==> src/rtl/rx_pingpong_buffer_ctrl_if.sv <==
// rtl/rx_pingpong_buffer_ctrl_if.sv - stream in/out and RAM port bundle for the RX ping-pong controller
interface rx_pingpong_buffer_ctrl_if #(
    parameter int DATA_WIDTH = 64,
    parameter int ADDR_WIDTH = 5
);
    logic                  iValid;
    logic [DATA_WIDTH-1:0] iData;
    logic                  oReady;
    logic                  oValid;
    logic [DATA_WIDTH-1:0] oData;
    logic                  oLast;
    logic                  iReady;
    logic                  oOverflow;
    logic                  oRamR_EN;
    logic                  oRamW_EN;
    logic [ADDR_WIDTH-1:0] oRamAddr;
    logic [DATA_WIDTH-1:0] oRamData;
    logic [DATA_WIDTH-1:0] iRamData;

    modport master (
        input  iValid, iData, iReady, iRamData,
        output oReady, oValid, oData, oLast, oOverflow,
               oRamR_EN, oRamW_EN, oRamAddr, oRamData
    );

    modport slave (
        output iValid, iData, iReady, iRamData,
        input  oReady, oValid, oData, oLast, oOverflow,
               oRamR_EN, oRamW_EN, oRamAddr, oRamData
    );
endinterface

==> src/rtl/rx_pingpong_buffer_ctrl.sv <==
// rtl/rx_pingpong_buffer_ctrl.sv - ping-pong RAM controller, two half-banks; RX_BITREV_READ_EN selects bit-reversed drain order
module rx_pingpong_buffer_ctrl #(
    parameter int DATA_WIDTH = 64,
    parameter int ADDR_WIDTH = 5
) (
    input  logic                     iClk,
    input  logic                     iRst,
    rx_pingpong_buffer_ctrl_if.master bus
);
    localparam int IDX_W = ADDR_WIDTH - 1;
    localparam logic [IDX_W-1:0] LAST_IDX = {IDX_W{1'b1}};

    logic                  wb_q, wb_d;
    logic [IDX_W-1:0]      wc_q, wc_d;
    logic                  rb_q, rb_d;
    logic [IDX_W-1:0]      rc_q, rc_d;
    logic [1:0]            full_q, full_d;
    logic                  valid_q, valid_d;
    logic [DATA_WIDTH-1:0] data_q, data_d;
    logic                  last_q, last_d;
    logic                  ovf_q, ovf_d;

    logic                  ready;
    logic                  wr;
    logic                  rd;
    logic [IDX_W-1:0]      ridx;
    logic [ADDR_WIDTH-1:0] addr;

`ifdef RX_BITREV_READ_EN
    always_comb begin
        ridx = '0;
        for (int i = 0; i < IDX_W; i++) begin
            ridx[i] = rc_q[IDX_W-1-i];
        end
    end
`else
    assign ridx = rc_q;
`endif

    // Write owns the single RAM port; a read only issues when no write is taken.
    always_comb begin
        ready   = ~full_q[wb_q];
        wr      = bus.iValid & ready;
        rd      = full_q[rb_q] & ~wr & (~valid_q | bus.iReady);

        wb_d    = wb_q;
        wc_d    = wc_q;
        rb_d    = rb_q;
        rc_d    = rc_q;
        full_d  = full_q;
        valid_d = valid_q;
        data_d  = data_q;
        last_d  = last_q;
        ovf_d   = ovf_q;
        addr    = '0;

        if (bus.iValid & ~ready) begin
            ovf_d = 1'b1;
        end

        if (wr) begin
            addr = {wb_q, wc_q};
            wc_d = wc_q + 1'b1;
            if (wc_q == LAST_IDX) begin
                full_d[wb_q] = 1'b1;
                wb_d         = ~wb_q;
            end
        end else if (rd) begin
            addr = {rb_q, ridx};
        end

        if (rd) begin
            data_d  = bus.iRamData;
            valid_d = 1'b1;
            last_d  = (rc_q == LAST_IDX);
            rc_d    = rc_q + 1'b1;
            if (rc_q == LAST_IDX) begin
                full_d[rb_q] = 1'b0;
                rb_d         = ~rb_q;
            end
        end else if (valid_q & bus.iReady) begin
            valid_d = 1'b0;
        end
    end

    always_ff @(posedge iClk) begin
        if (iRst) begin
            wb_q    <= 1'b0;
            wc_q    <= '0;
            rb_q    <= 1'b0;
            rc_q    <= '0;
            full_q  <= 2'b00;
            valid_q <= 1'b0;
            data_q  <= '0;
            last_q  <= 1'b0;
            ovf_q   <= 1'b0;
        end else begin
            wb_q    <= wb_d;
            wc_q    <= wc_d;
            rb_q    <= rb_d;
            rc_q    <= rc_d;
            full_q  <= full_d;
            valid_q <= valid_d;
            data_q  <= data_d;
            last_q  <= last_d;
            ovf_q   <= ovf_d;
        end
    end

    assign bus.oReady    = ready;
    assign bus.oValid    = valid_q;
    assign bus.oData     = data_q;
    assign bus.oLast     = last_q;
    assign bus.oOverflow = ovf_q;
    assign bus.oRamW_EN  = wr;
    assign bus.oRamR_EN  = rd;
    assign bus.oRamAddr  = addr;
    assign bus.oRamData  = bus.iData;
endmodule

==> src/flat_wrapper.sv <==
// flat-port wrapper written by rule: the top's interface ports become plain ports
module rx_pingpong_buffer_ctrl_flat 
#(
    parameter int DATA_WIDTH = 64,
    parameter int ADDR_WIDTH = 5
)
  (iClk, iRst, bus_iValid, bus_iData, bus_iReady, bus_iRamData, bus_oReady, bus_oValid, bus_oData, bus_oLast, bus_oOverflow, bus_oRamR_EN, bus_oRamW_EN, bus_oRamAddr, bus_oRamData);
  rx_pingpong_buffer_ctrl_if #(.DATA_WIDTH(DATA_WIDTH), .ADDR_WIDTH(ADDR_WIDTH)) bus_i ();
  input  logic iClk;
  input  logic iRst;
  input wire logic [$bits(bus_i.iValid)-1:0] bus_iValid;
  input wire logic [$bits(bus_i.iData)-1:0] bus_iData;
  input wire logic [$bits(bus_i.iReady)-1:0] bus_iReady;
  input wire logic [$bits(bus_i.iRamData)-1:0] bus_iRamData;
  output wire logic [$bits(bus_i.oReady)-1:0] bus_oReady;
  output wire logic [$bits(bus_i.oValid)-1:0] bus_oValid;
  output wire logic [$bits(bus_i.oData)-1:0] bus_oData;
  output wire logic [$bits(bus_i.oLast)-1:0] bus_oLast;
  output wire logic [$bits(bus_i.oOverflow)-1:0] bus_oOverflow;
  output wire logic [$bits(bus_i.oRamR_EN)-1:0] bus_oRamR_EN;
  output wire logic [$bits(bus_i.oRamW_EN)-1:0] bus_oRamW_EN;
  output wire logic [$bits(bus_i.oRamAddr)-1:0] bus_oRamAddr;
  output wire logic [$bits(bus_i.oRamData)-1:0] bus_oRamData;
  assign bus_i.iValid = bus_iValid;
  assign bus_i.iData = bus_iData;
  assign bus_i.iReady = bus_iReady;
  assign bus_i.iRamData = bus_iRamData;
  assign bus_oReady = bus_i.oReady;
  assign bus_oValid = bus_i.oValid;
  assign bus_oData = bus_i.oData;
  assign bus_oLast = bus_i.oLast;
  assign bus_oOverflow = bus_i.oOverflow;
  assign bus_oRamR_EN = bus_i.oRamR_EN;
  assign bus_oRamW_EN = bus_i.oRamW_EN;
  assign bus_oRamAddr = bus_i.oRamAddr;
  assign bus_oRamData = bus_i.oRamData;
  rx_pingpong_buffer_ctrl #(.DATA_WIDTH(DATA_WIDTH), .ADDR_WIDTH(ADDR_WIDTH)) u_core (.iClk(iClk), .iRst(iRst), .bus(bus_i));
endmodule
==> config.mk <==
export PLATFORM = sky130hd
export DESIGN_NAME = rx_pingpong_buffer_ctrl_flat
export DESIGN_NICKNAME = d
export VERILOG_FILES = /design/src/rtl/rx_pingpong_buffer_ctrl_if.sv /design/src/rtl/rx_pingpong_buffer_ctrl.sv /design/src/flat_wrapper.sv
export SDC_FILE = /design/constraint.sdc
export NUM_CORES = 1
export LEC_CHECK = 0
export CAP_MARGIN = 20
export CORE_UTILIZATION = 30
export CTS_BUF_LIST = sky130_fd_sc_hd__clkbuf_16
export DETAILED_ROUTE_END_ITERATION = 12
export PLACE_DENSITY = 0.78
export SETUP_SLACK_MARGIN = 0.15
export SLEW_MARGIN = 5
export SYNTH_ARGS = -nofsm -noshare
export SYNTH_HDL_FRONTEND = slang
export SYNTH_SLANG_ARGS = --single-unit
export TNS_END_PERCENT = 20
==> constraint.sdc <==
create_clock -name iClk -period 2.2 [get_ports iClk]
set_input_delay 0.66 -clock iClk [delete_from_list [all_inputs] [get_ports iClk]]
set_output_delay 0.66 -clock iClk [all_outputs]
set_load 0.02 [all_outputs]
==> results of run 1 <==
==> synthesized netlist by cell type (2+ instances only) <==
cell / instances
mux2i_1: 2
nor3_1: 2
ha_1: 2
xnor2_1: 4
nand2b_1: 2
nor2_1: 11
o21ai_0: 3
xor2_1: 2
clkbuf_1: 9
or3_1: 2
buf_4: 64
a22o_1: 4
buf_2: 15
nand3_1: 2
inv_1: 2
dfxtp_1: 79
nand2_1: 135
a31oi_1: 2
a21oi_1: 71
==> registers in the layout (all words and copies together), names as in the netlist <==
register,flops
u_core.bus.oData,64
u_core.bus.oLast,1
u_core.bus.oOverflow,1
u_core.bus.oValid,1
u_core.full_q,2
u_core.rb_q,1
u_core.rc_q,4
u_core.wb_q,1
u_core.wc_q,4
==> worst paths after layout <==
| path | from | to | slack, ns |
|---|---|---|---|
| worst max-delay path | bus_iValid | bus_oRamAddr[2] | -0.08 |
| worst min-delay path | u_core.bus.oData[22] | u_core.bus.oData[22] | 0.46 |
| worst max register to register | u_core.rb_q | u_core.rc_q[2] | 0.08 |
| worst min register to register | u_core.bus.oData[22] | u_core.bus.oData[22] | 0.46 |
==> timing repair <==
action	CTS	global route
setup buffers	16	2
pin swaps	7	8
endpoints found under the hold margin	0	0
gates resized for setup	63	9
endpoints found under the setup margin	79	31
==> routing by layer <==
metal / vias up / part of all wire, % / GRT usage (%)
met3: 21 / 10 / 5.91
met1: 1370 / 40 / 15.8
li1: 1497 / - / -
met5: - / 0 / 0
met4: 0 / 1.8 / 6.75
met2: 141 / 49 / 25.3
==> cell families (layout without fill, tap and decap cells) <==
group,Yosys count,after routing
AND/OR/NAND/NOR,161,161
AO/OA/AOI/OAI,83,83
multiplexers,2,2
flip-flops,79,79
adder cells (fa/ha/maj),2,2
XOR/XNOR,6,6
buffers and inverters,92,194
==> layout make-up <==
cell class | count | area (um2) | share of cell area (%)
clock buffers | 9 | 225 | 4.47
clock inverters | 7 | 72.6 | 1.44
inverters | 3 | 18.8 | 0.372
multi-input cells | 254 | 1280 | 25.4
flip-flops and latches | 79 | 1590 | 31.5
well taps | 140 | 175 | 3.47
repair buffers | 175 | 1680 | 33.4
==> critical path, cell delays in order <==
cell,delay (ns)
buf_6,0.10
nand2b_4,0.06
o211ai_1,0.21
or2_4,0.20
inv_8,0.05
a22o_4,0.21
buf_6,0.12
==> stage by stage <==
| step | instances | setup WS, ns | util (%) | TNS [ns] | hold slack (ns) |
|---|---|---|---|---|---|
| 6_report | 667 | -0.0776 | 46.3 | -0.398 | 0.456 |
| 5_1_grt | 667 | -0.144 | 46.3 | -0.793 | 0.467 |
| 4_1_cts | 665 | -0.0721 | 45.9 | -0.371 | 0.456 |
| 3_5_place_dp | 633 | -0.901 | 41.7 | -34.38 | 0.447 |
| 3_3_place_gp | 633 | -0.878 | 41.7 | -30.55 | 0.442 |
| 2_1_floorplan | 425 | 0.0250 | - | 0 | 0.479 |
==> power groups by stage <==
stage	Clock, uW	Combinational, uW	Sequential, uW
floorplan	0	211	1470
global placement	0	176	1470
detailed placement	0	178	1470
CTS	1510	185	1440
global route	1580	198	1440
finish	1460	186	1440
==> qor.txt, run 1 <==
status -> complete, but fails checks
failing checks -> negative setup slack
Synth Cell Area -> 3370 um2
Net Switching -> 644 uW
Max FO, Critical Path -> 7
EDFF count, synth -> 0
max-slew violations -> 0
most common cell after layout, fill and taps aside -> nand2_1
Hold Path Class -> reg -> reg
sequential share of the synthesized area -> 46.9%
cts bufs inserted -> 9
Synth top area share -> 46.9%
final worst setup slack -> -0.0776 ns
Async SR Flop Fraction -> 0%
reported max-cap violation count -> 0
Die W -> 108 um
Port Buffer Count -> 142
Post-DP Area -> 4540 um2
CTS Sinks -> 79
YS warnings -> 0
initial antenna violation count -> 0
Worst-path clk slew -> 0.05 ns
mux contribution to synthesized area -> 0.594%
Fmax -> 439 MHz
RSZ-0062 raised after global routing -> true
worst r2r path cells -> 13
fin crit period -> 2.28 ns
synthesized flop and latch total -> 79
Seq pwr share -> 46.6%
CTS Hold Bufs -> 0
CTS Root Cell -> clkbuf_16
slew margin rel. -> 51.0%
Die ar. -> 11,700 um2
Synth Area in Simple Gates -> 19.0%
worst slew pin tran -> 0.735 ns
Comb pwr share -> 6.0%
final setup fails -> 6
Critical Path Source Type -> input port
DRT Wirelength -> 8.86 mm
Cell Pwr Density -> 612 nW/um2
overall power -> 3090 uW
final hold violation count -> 0
H-tree levels -> 3
Overflow after GRT -> 0
P&R area growth vs syn -> 49.5%
fin nets -> 656
Worst Path Class, Setup -> in -> out
Die Ht -> 108 um
DRT iter0 DRCs -> 162
Yosys top cell by area -> dfxtp_1
leak pwr -> 0.00180 uW
Setup crit end kind -> output pin
routed len/inst -> 13.3 um
share of cells above drive strength 1 -> 14.6%
final RePlAce weighted congestion -> 0.745
vias in the first global route -> 2,903
Mapped Avg Cell Area -> 7.93 um2
filler cell count -> 1,036
Post-DP HPWL -> 6.04 mm
largest net degree at the start of global routing -> 80
Inserted Diodes -> 0
Synth cell types -> 31
CTS tree -> built
XOR/XNOR share of the synthesized area -> 1.56%
clock skew -> 0.0103 ns
Clk pwr share -> 47.3%
top_reg_cell synth -> dfxtp_1
WP data required -> 1.54 ns
1st-pass router iterations -> 4
I/O pins -> 271
Adder-Cell Fraction of Synth Area -> 0.742%
Synth Net Count -> 559
compound-gate portion of the synthesized area -> 13.1%
Area contributors post-synth -> dfxtp_1, nand2_1, buf_4
Tot GR Track Use -> 14.7%
Remaining DRCs -> 0
Antenna Nets Post-Route -> 0
Vias -> 3,029
DR vias/cell -> 4.54
Pint -> 2440 uW
final critical-path share of the clock period -> 104%
Net Sw Frac -> 20.9%
Arrival @ worst endpoint -> 1.62 ns
Finished Cell Area -> 5040 um2
hold path depth -> 2
dominant combinational cell family by area after synthesis -> simple AND/OR/NAND/NOR gates
worst skew pair latency -> 0.32 ns
Mapped Cells -> 425
Clock Tree Buf Depth -> 2
VDD IR max -> 0.310 mV
Core Region -> 10,900 um2
# rows -> 38
first-pass GRT wire length -> 13.6 mm
most frequent cells in the layout -> nand2_1, clkdlybuf4s50_1, dfxtp_1
Initial Util -> 31.0%
(Power assumes the default switching activity.)
==> inputs of run 2 (changes only) <==
--- a/config.mk
+++ b/config.mk
@@ -8,9 +8,9 @@
 export CAP_MARGIN = 20
 export CORE_UTILIZATION = 30
 export CTS_BUF_LIST = sky130_fd_sc_hd__clkbuf_16
+export CTS_CLUSTER_SIZE = 30
 export DETAILED_ROUTE_END_ITERATION = 12
 export PLACE_DENSITY = 0.78
-export SETUP_SLACK_MARGIN = 0.15
 export SLEW_MARGIN = 5
 export SYNTH_ARGS = -nofsm -noshare
 export SYNTH_HDL_FRONTEND = slang
==> run 2 against run 1 <==
Effect of this change:
- the flow still finishes with violations (negative setup slack)
- count of clock-buffer cells in the layout unchanged
- critical path type unchanged
- register-to-register slack lost 0.08 ns
- worst hold slack worse by 0.0052 ns
- combinational power about the same
- core utilization is 0.069 points lower
- power up 7.7%
- routed wire length shrank 3.9%
- sequential share of layout area hardly changed
- final area shrank 0.15%
- via count shrank 0.63%
- highest routed layer unchanged
- clock skew is 0.0032 ns lower
- critical path depth unchanged
- critical endpoint is now bus_oRamAddr[1]
==> qor.txt, run 2 (synthesis results as in run 1) <==
status -> complete, but fails checks
failing checks -> negative setup slack
initial antenna violation count -> 0 (unchanged)
routed len/inst -> 12.8 um (-3.3%)
Remaining DRCs -> 0 (unchanged)
hold path depth -> 2 (unchanged)
final worst setup slack -> -0.106 ns (-0.0279 ns)
max reg flops -> 64 (unchanged)
Port Buffer Count -> 142 (unchanged)
Tot GR Track Use -> 14.3% (-0.47 points)
RSZ-0062 raised after global routing -> true
worst slew pin tran -> 0.746 ns (+0.0116 ns)
Worst Path Class, Setup -> in -> out
Worst-path clk slew -> 0.06 ns (about the same)
HP Start -> u_core.bus.oData[58]
Max FO, Critical Path -> 6 (-1)
Finished Cell Area -> 5030 um2 (-0.15%)
Core Util, Final -> 46.2% (-0.069 points)
final hold violation count -> 0 (unchanged)
vias in the first global route -> 2,784 (-4.1%)
CTS Sinks -> 79 (unchanged)
worst r2r path cells -> 14 (+1)
Fmax -> 434 MHz (-1.2%)
slew margin rel. -> 50.2% (-0.77 points)
final RePlAce weighted congestion -> 0.727 (-2.3%)
Hold EP -> u_core.bus.oData[58]
pre-CTS setup slack -> -0.985 ns (-0.0836 ns)
max-slew violations -> 0 (unchanged)
Setup crit end kind -> output pin
P&R area growth vs syn -> 49.3%
Hold Path Class -> reg -> reg
final critical-path share of the clock period -> 105% (+1.3 points)
most frequent cells in the layout -> nand2_1, clkdlybuf4s50_1, dfxtp_1
Die W -> 108 um (unchanged)
Post-DP HPWL -> 5.73 mm (-5.1%)
DRT iter0 DRCs -> 139 (-14%)
Initial Util -> 31.0% (unchanged)
fin crit period -> 2.31 ns (+0.0279 ns)
share of cells above drive strength 1 -> 13.4% (-1.2 points)
first-pass GRT wire length -> 13.0 mm (-3.9%)
leak pwr -> 0.00177 uW (-1.6%)
R2R setup slack -> 0 ns (-0.08 ns)
overall power -> 3320 uW (+7.7%)
Overflow after GRT -> 0 (unchanged)
DR vias/cell -> 4.54 (about the same)
Core Region -> 10,900 um2 (unchanged)
H-tree levels -> 3 (unchanged)
clock skew -> 0.00706 ns (-0.00320 ns)
final setup fails -> 7 (+1)
Cell Pwr Density -> 660 nW/um2 (+7.8%)
most common cell after layout, fill and taps aside -> nand2_1
largest net degree at the start of global routing -> 80 (unchanged)
# rows -> 38 (unchanged)
Antenna Nets Post-Route -> 0 (unchanged)
worst skew pair latency -> 0.33 ns (about the same)
I/O pins -> 271 (unchanged)
Critical Path Source Type -> input port
DRT Wirelength -> 8.52 mm (-3.9%)
Post-DP Area -> 4510 um2 (-0.63%)
CTS Root Cell -> clkbuf_16
Inserted Diodes -> 0 (unchanged)
Die ar. -> 11,700 um2 (unchanged)
fin nets -> 652 (-0.61%)
Vias -> 3,010 (-0.63%)
cts bufs inserted -> 9 (unchanged)
Arrival @ worst endpoint -> 1.65 ns (+0.03 ns)
WP data required -> 1.54 ns (about the same)
Clock Tree Buf Depth -> 2 (unchanged)
CTS tree -> built
1st-pass router iterations -> 7 (+3)
Die Ht -> 108 um (unchanged)
reported max-cap violation count -> 0 (unchanged)
VDD IR max -> 0.422 mV (+36%)
FF-to-FF End -> u_core.rc_q[2]
final setup TNS -> -0.516 ns (-0.118 ns)
R2R Path Start -> u_core.wb_q
-- run 2: cell count changes in the layout (fill, tap and decap cells not counted), sizes merged --
cell | before | now
buf | 43 | 38
bufinv | 1 | 3
clkbuf | 10 | 9
clkdlybuf4s15 | 0 | 1
clkinv | 3 | 2
dlygate4sd2 | 0 | 1
inv | 5 | 4
-- run 2: worst max-delay path by stage --
stage                           start              end  slack, ns  depth (start not counted)
after floorplan            bus_iValid  bus_oRamAddr[4]      -0.05                          7
after global placement     bus_iValid  bus_oRamAddr[4]      -0.92                          8
after detailed placement   bus_iReady  bus_oRamAddr[0]      -0.99                          7
after CTS                 u_core.wb_q  bus_oRamAddr[0]      -0.07                          6
after global routing      u_core.wb_q  bus_oRamAddr[1]      -0.14                          6
final                      bus_iValid  bus_oRamAddr[1]      -0.11                          7
-- run 2: critical path, cell delays in order --
cell and delay [ns]:
buf_6 0.09, nand2b_4 0.05, o211ai_1 0.25, or2_4 0.21, inv_8 0.05, a22o_4 0.21, buf_6 0.13
-- run 2: cell type report --
cell class,instances,area (um2)
fillers,1019,5850
repair buffers,171,1670
flip-flops and latches,79,1590
multi-input cells,254,1240
clock buffers,9,225
well taps,140,175
clock inverters,7,120
inverters,3,18.8
-- run 2: report_power, final --
part	switching, uW	total [uW]	internal [uW]
clock network	587	1700	1110
registers	5.21	1440	1430
logic	56.2	185	128
-- run 2: what timing repair did --
| action | CTS | global route |
|---|---|---|
| gates cloned | 0 | 0 |
| gates resized for setup | 54 | 7 |
| hold buffers | 0 | 0 |
| buffers inserted | 12 | 3 |
| pin swaps | 3 | 5 |
| setup endpoints to repair | 78 | 9 |
-- run 2: per-stage QoR --
step | cells | hold WS [ns]
6_report | 663 | 0.451
5_1_grt | 663 | 0.469
4_1_cts | 660 | 0.454
3_5_place_dp | 632 | 0.446
3_3_place_gp | 632 | 0.441
2_1_floorplan | 425 | 0.479
-- run 2: routing by layer --
layer  global-route usage [%]  vias up  wire, um
met2                     23.7      155      4010
met5                        0        -         0
li1                         -     1486         -
met3                     5.79       24       853
met1                     15.5     1345      3430
met4                     7.63        0       228
